File: src/rtl/paddle_position_ctrl.sv
// Both paddles' centre coordinates: 2-flop synchronisers, per-button debounce, one clamped step per frame.
// Optional build macro PADDLE_ACCEL_EN adds a per-player hold counter that scales the step (1x/2x/4x).
module paddle_position_ctrl #(
  parameter int SCREEN_W  = 640,
  parameter int SCREEN_H  = 480,
  parameter int HALF_W    = 25,
  parameter int HALF_H    = 33,
  parameter int P1_X0     = 80,
  parameter int P1_Y0     = 240,
  parameter int P2_X0     = 560,
  parameter int P2_Y0     = 240,
  parameter int STEP      = 1,
  parameter int DB_CYCLES = 250000
) (
  input  logic       clk,
  input  logic       reset,
  input  logic       frame_tick,
  input  logic       p1_up,
  input  logic       p1_down,
  input  logic       p1_left,
  input  logic       p1_right,
  input  logic       p2_up,
  input  logic       p2_down,
  input  logic       p2_left,
  input  logic       p2_right,
  output logic [9:0] p1_x,
  output logic [8:0] p1_y,
  output logic [9:0] p2_x,
  output logic [8:0] p2_y,
  output logic       frame_update
);

  localparam int CNT_W = (DB_CYCLES > 2) ? $clog2(DB_CYCLES) : 1;
  localparam logic [CNT_W-1:0] CNT_MAX = CNT_W'(DB_CYCLES - 1);

  localparam logic signed [10:0] STEP_S = 11'(STEP);
  localparam logic signed [10:0] P1_XLO = 11'(HALF_W);
  localparam logic signed [10:0] P1_XHI = 11'(SCREEN_W / 2 - HALF_W);
  localparam logic signed [10:0] P2_XLO = 11'(SCREEN_W / 2 + HALF_W);
  localparam logic signed [10:0] P2_XHI = 11'(SCREEN_W - 1 - HALF_W);
  localparam logic signed [10:0] Y_LO   = 11'(HALF_H);
  localparam logic signed [10:0] Y_HI   = 11'(SCREEN_H - 1 - HALF_H);

  // Button bit order per player: up, down, left, right (p1 in [3:0], p2 in [7:4]).
  logic [7:0] btn_raw;
  assign btn_raw = {p2_right, p2_left, p2_down, p2_up, p1_right, p1_left, p1_down, p1_up};

  logic [7:0]       btn_meta_q, btn_sync_q;
  logic [7:0]       btn_db_q, btn_db_d;
  logic [CNT_W-1:0] db_cnt_q [8];
  logic [CNT_W-1:0] db_cnt_d [8];
  logic             ft_meta_q, ft_sync_q, ft_prev_q;
  logic             tick;

  logic [9:0] p1_x_q, p1_x_d, p2_x_q, p2_x_d;
  logic [8:0] p1_y_q, p1_y_d, p2_y_q, p2_y_d;
  logic       frame_update_q, frame_update_d;
  logic signed [10:0] p1_step, p2_step;

  function automatic logic signed [10:0] sat(input logic signed [10:0] v, lo, hi);
    if (v < lo) return lo;
    if (v > hi) return hi;
    return v;
  endfunction

  function automatic logic signed [10:0] move(input logic signed [10:0] pos,
                                              input logic dec, inc,
                                              input logic signed [10:0] step, lo, hi);
    logic signed [10:0] v;
    v = pos;
    if (dec && !inc)      v = pos - step;
    else if (inc && !dec) v = pos + step;
    return sat(v, lo, hi);
  endfunction

  assign tick = ft_sync_q & ~ft_prev_q;

  // Debounce: counter runs only while the synchronised value disagrees with the accepted one.
  always_comb begin
    btn_db_d = btn_db_q;
    for (int i = 0; i < 8; i++) begin
      db_cnt_d[i] = '0;
      if (btn_sync_q[i] != btn_db_q[i]) begin
        if (db_cnt_q[i] == CNT_MAX) btn_db_d[i] = btn_sync_q[i];
        else                        db_cnt_d[i] = db_cnt_q[i] + CNT_W'(1);
      end
    end
  end

`ifdef PADDLE_ACCEL_EN
  logic [5:0] p1_hold_q, p1_hold_d, p2_hold_q, p2_hold_d;

  function automatic logic signed [10:0] accel_step(input logic [5:0] hold);
    logic [1:0] sh;
    sh = hold[5] ? 2'd2 : {1'b0, hold[4]};
    return STEP_S <<< sh;
  endfunction

  function automatic logic [5:0] hold_next(input logic [5:0] hold, input logic any);
    if (!any) return 6'd0;
    if (hold == 6'd63) return hold;
    return hold + 6'd1;
  endfunction

  assign p1_step = accel_step(p1_hold_q);
  assign p2_step = accel_step(p2_hold_q);

  always_comb begin
    p1_hold_d = p1_hold_q;
    p2_hold_d = p2_hold_q;
    if (tick) begin
      p1_hold_d = hold_next(p1_hold_q, |btn_db_q[3:0]);
      p2_hold_d = hold_next(p2_hold_q, |btn_db_q[7:4]);
    end
  end

  always_ff @(posedge clk or posedge reset) begin
    if (reset) begin
      p1_hold_q <= '0;
      p2_hold_q <= '0;
    end else begin
      p1_hold_q <= p1_hold_d;
      p2_hold_q <= p2_hold_d;
    end
  end
`else
  assign p1_step = STEP_S;
  assign p2_step = STEP_S;
`endif

  // Position step: up/left decrement, down/right increment, result saturated to the player's region.
  always_comb begin
    p1_x_d         = p1_x_q;
    p1_y_d         = p1_y_q;
    p2_x_d         = p2_x_q;
    p2_y_d         = p2_y_q;
    frame_update_d = tick;
    if (tick) begin
      p1_x_d = 10'(move($signed({1'b0, p1_x_q}), btn_db_q[2], btn_db_q[3], p1_step, P1_XLO, P1_XHI));
      p1_y_d = 9'(move($signed({2'b0, p1_y_q}), btn_db_q[0], btn_db_q[1], p1_step, Y_LO, Y_HI));
      p2_x_d = 10'(move($signed({1'b0, p2_x_q}), btn_db_q[6], btn_db_q[7], p2_step, P2_XLO, P2_XHI));
      p2_y_d = 9'(move($signed({2'b0, p2_y_q}), btn_db_q[4], btn_db_q[5], p2_step, Y_LO, Y_HI));
    end
  end

  always_ff @(posedge clk or posedge reset) begin
    if (reset) begin
      btn_meta_q     <= '0;
      btn_sync_q     <= '0;
      btn_db_q       <= '0;
      for (int i = 0; i < 8; i++) db_cnt_q[i] <= '0;
      ft_meta_q      <= 1'b0;
      ft_sync_q      <= 1'b0;
      ft_prev_q      <= 1'b0;
      p1_x_q         <= 10'(P1_X0);
      p1_y_q         <= 9'(P1_Y0);
      p2_x_q         <= 10'(P2_X0);
      p2_y_q         <= 9'(P2_Y0);
      frame_update_q <= 1'b0;
    end else begin
      btn_meta_q     <= btn_raw;
      btn_sync_q     <= btn_meta_q;
      btn_db_q       <= btn_db_d;
      for (int i = 0; i < 8; i++) db_cnt_q[i] <= db_cnt_d[i];
      ft_meta_q      <= frame_tick;
      ft_sync_q      <= ft_meta_q;
      ft_prev_q      <= ft_sync_q;
      p1_x_q         <= p1_x_d;
      p1_y_q         <= p1_y_d;
      p2_x_q         <= p2_x_d;
      p2_y_q         <= p2_y_d;
      frame_update_q <= frame_update_d;
    end
  end

  assign p1_x         = p1_x_q;
  assign p1_y         = p1_y_q;
  assign p2_x         = p2_x_q;
  assign p2_y         = p2_y_q;
  assign frame_update = frame_update_q;

endmodule

File: config.mk
export PLATFORM = sky130hd
export DESIGN_NAME = paddle_position_ctrl
export DESIGN_NICKNAME = d
export VERILOG_FILES = /design/src/rtl/paddle_position_ctrl.sv
export SDC_FILE = /design/constraint.sdc
export NUM_CORES = 1
export LEC_CHECK = 0
export CAP_MARGIN = 20
export CORE_MARGIN = 2
export CORE_UTILIZATION = 35
export CTS_CLUSTER_SIZE = 10
export DETAILED_ROUTE_END_ITERATION = 10
export MAX_ROUTING_LAYER = met4
export PLACE_DENSITY = 0.48
export SYNTH_ARGS = -nofsm -noshare
export SYNTH_HDL_FRONTEND = slang
export SYNTH_SLANG_ARGS = --single-unit
File: constraint.sdc
create_clock -name clk -period 8.6 [get_ports clk]
set_clock_uncertainty 0.1 [all_clocks]
set_input_delay 2.15 -clock clk [delete_from_list [all_inputs] [get_ports clk]]
set_output_delay 2.15 -clock clk [all_outputs]
set_load 0.05 [all_outputs]
==> reports/metrics.yaml <==
chipWidth_um: 183.0
ys_warn_count: 0
cp.depth: 1
synthMuxAreaShare: 0.01696
timing.rr.start: "btn_db_q[2]$_DFFE_PP0P_"
vias: 8333
ys_seq_area_frac: 0.4702
status: "finished, final reports clean"
die_area_um2: 33480
multi_input_area_um2: 5602
grt-busiest-layer: "met2"
p_clk_frac: 0.449
routabilityCongestion: 0.8274
r2r_end: "p1_x[3]$_DFFE_PP0P_"
clock-sinks: 210
cts-root-buf: "clkbuf_16"
grt_max_degree: 116
hold_class: "register to register"
endpoint: "p2_x[7]"
crit_path_end_kind: "output pin"
power_mw: 2.270
synth.top_cell.area_share: 0.4397
fin_crit_ns: 4.288
antenna_left: 0
switchingPower_mw: 0.5721
ioPinCount: 50
synthArstFlopShare: 1.000
arrival_ns: 2.04
synth-simple-area-share: 0.2449
clock_path_buffers: 3
synth.largest_area_cell: "dfrtp_1"
regArea_um2: 5271
post_cts_resized: 0
ys_ff_latch: 210
cp_cell_sequence: "clkdlybuf4s50_1"
r2r_slack_ns: 5.43
critical-path-slowest-cell: "clkdlybuf4s50_1"
hold_buffers: 0
drcViolationCount: 0
layout-drive-gt1-share: 0.06958
grt_pass1_vias: 8335
ctsHtreeMaxLevel: 1
met3_usage: 0.02423
setup_violations: 0
overflow: 0
nFillCells: 3142
core.rowCount: 65
final_common_cell: "nor2_1"
comb_power_share: 0.090
finalSetupTns_ns: 0
rsz0062_at_grt: "no"
slew_viol_final: 0
synth_ff_type: "dfrtp_1"
cap_violations: 0
clk_pin_slew_ns: 0.06
dpl.hpwl_mm: 16.05
crit_type: "register to output pin"
startpoint: "p2_x[7]$_DFFE_PP0P_"
dr.pass1.iters: 4
crit_family: "buffers and inverters"
worst_slack_ns: 4.312
p_seq_frac: 0.461
yosys-top-cells-area: "dfrtp_1 44%, xor2_1 7.7%, nor2_1 6.7%, xnor2_1 5.0%, dfstp_2 3.0%"
holdWs_ns: 0.2442
antenna_found_initial: 0
fin_nets: 1243
grt_pass1_wl_mm: 41.65
worstSkewPairLatency_ns: 0.52
r2r_cells: 8
synthXorXnorAreaFrac: 0.1280
worst-path-buf-inv: 1
dpl_worst_slack_ns: 4.187
synth_nets: 1215
synth_area_um2: 11210
worstSetupStartpointType: "register"
max-slew-margin-rel: 0.3951
start_util: 0.3553
synthAdderAreaFrac: 0.01786
postCtsSetupBuffers: 0
critPathMaxFanout: 13
internal-power_mw: 1.698
area_growth_pct: 14.32
synth_top_family_by_area: "simple AND/OR/NAND/NOR gates"
wl_per_cell_um: 14.72
cts_tree: "done"
synth-edff-count: 0
synth_compound_area_frac: 0.09174
port_buffers: 49
peakVddDrop_uv: 143.7
synth_cells: 1188
cts_buffers: 26
hold_viol: 0
fin_crit_sh: 0.4986
grt_util_met1: 0.2036
power_density_nw_per_um2: 177.1
max_freq_mhz: 233.2
grt_util_met2: 0.2435
required_ns: 6.35
avgSynthCellArea_um2: 9.437
max_stage_delay_ns: 0.91
wl_mm: 24.11
power_switching_share: 0.2520
avgViaCountPerCell: 5.087
track_usage: 0.1527
tightest_slew_ns: 0.9073
final_cell_mix: "201 x nor2_1, 197 x dfrtp_1, 98 x xor2_1"
drtIter0Drc: 470
ys_types: 89
p_leak_nw: 5.272
design.core.area_um2: 31560
diodes: 0
die_h_um: 183.0
==> power groups by stage <==
stage          sequential [mW]  combinational [mW]  clock [mW]
6_report                  1.05               0.204        1.02
3_3_place_gp              1.06               0.209           0
4_1_cts                   1.05               0.209        1.06
2_1_floorplan             1.09               0.120           0
5_1_grt                   1.05               0.228        1.10
3_5_place_dp              1.06               0.208           0
==> logic make-up (layout without fill, tap and decap cells) <==
| kind of cell | count (synthesis) | after routing |
|---|---|---|
| simple gates | 552 | 552 |
| mux | 18 | 18 |
| fa+ha+maj | 16 | 16 |
| flops | 210 | 210 |
| buf+inv | 84 | 132 |
| compound gates | 145 | 145 |
| xor+xnor | 163 | 163 |
==> stage by stage <==
stage,instances,cell area [um^2],util
after detailed placement,1590,12020,0.3809
after CTS,1638,12820,0.4061
final,1638,12820,0.4061
after global placement,1590,12020,0.3809
after floorplan,1188,11210,-
after global routing,1638,12820,0.4061
==> metal layers <==
layer	vias to the layer above	part of all wire
li1	4168	-
met1	4001	0.48
met2	125	0.47
met3	39	0.036
met4	0	0.020
met5	-	0
==> final cells by class <==
class	instances	share of cell area
Timing Repair Buffer	53	0.04061
Clock buffer	47	0.06170
Multi-Input combinational cell	894	0.4371
Clock inverter	1	0.0003905
Sequential cell	210	0.4113
Inverter	31	0.009665
Tap cell	402	0.03925
==> Yosys cell counts (all sizes together) (30+ instances only) <==
cell / number
nor2: 203
nand2: 89
inv: 30
o21ai: 39
xor2: 98
clkbuf: 40
nand3: 65
a21oi: 34
dfrtp: 197
and3: 33
xnor2: 65
==> registers in the layout (all words and copies together), names as in the netlist, 8 cells and up <==
register / flops
btn_sync_q: 8
p2_y: 9
p1_x: 10
btn_meta_q: 8
p2_x: 10
p1_y: 9
db_cnt_q: 144
btn_db_q: 8
==> how the worst min path moves through the flow <==
stage	start	to	slack, ns	depth (start not counted)
4_1_cts	btn_meta_q[7]$_DFF_PP0_	btn_sync_q[7]$_DFF_PP0_	0.25	0
5_1_grt	btn_meta_q[7]$_DFF_PP0_	btn_sync_q[7]$_DFF_PP0_	0.25	0
3_5_place_dp	btn_meta_q[7]$_DFF_PP0_	btn_sync_q[7]$_DFF_PP0_	0.24	0
3_3_place_gp	btn_meta_q[1]$_DFF_PP0_	btn_sync_q[1]$_DFF_PP0_	0.23	0
2_1_floorplan	btn_meta_q[0]$_DFF_PP0_	btn_sync_q[0]$_DFF_PP0_	0.23	0
6_report	btn_meta_q[3]$_DFF_PP0_	btn_sync_q[3]$_DFF_PP0_	0.24	0
No activity file was read; power rests on OpenSTA's default activity.
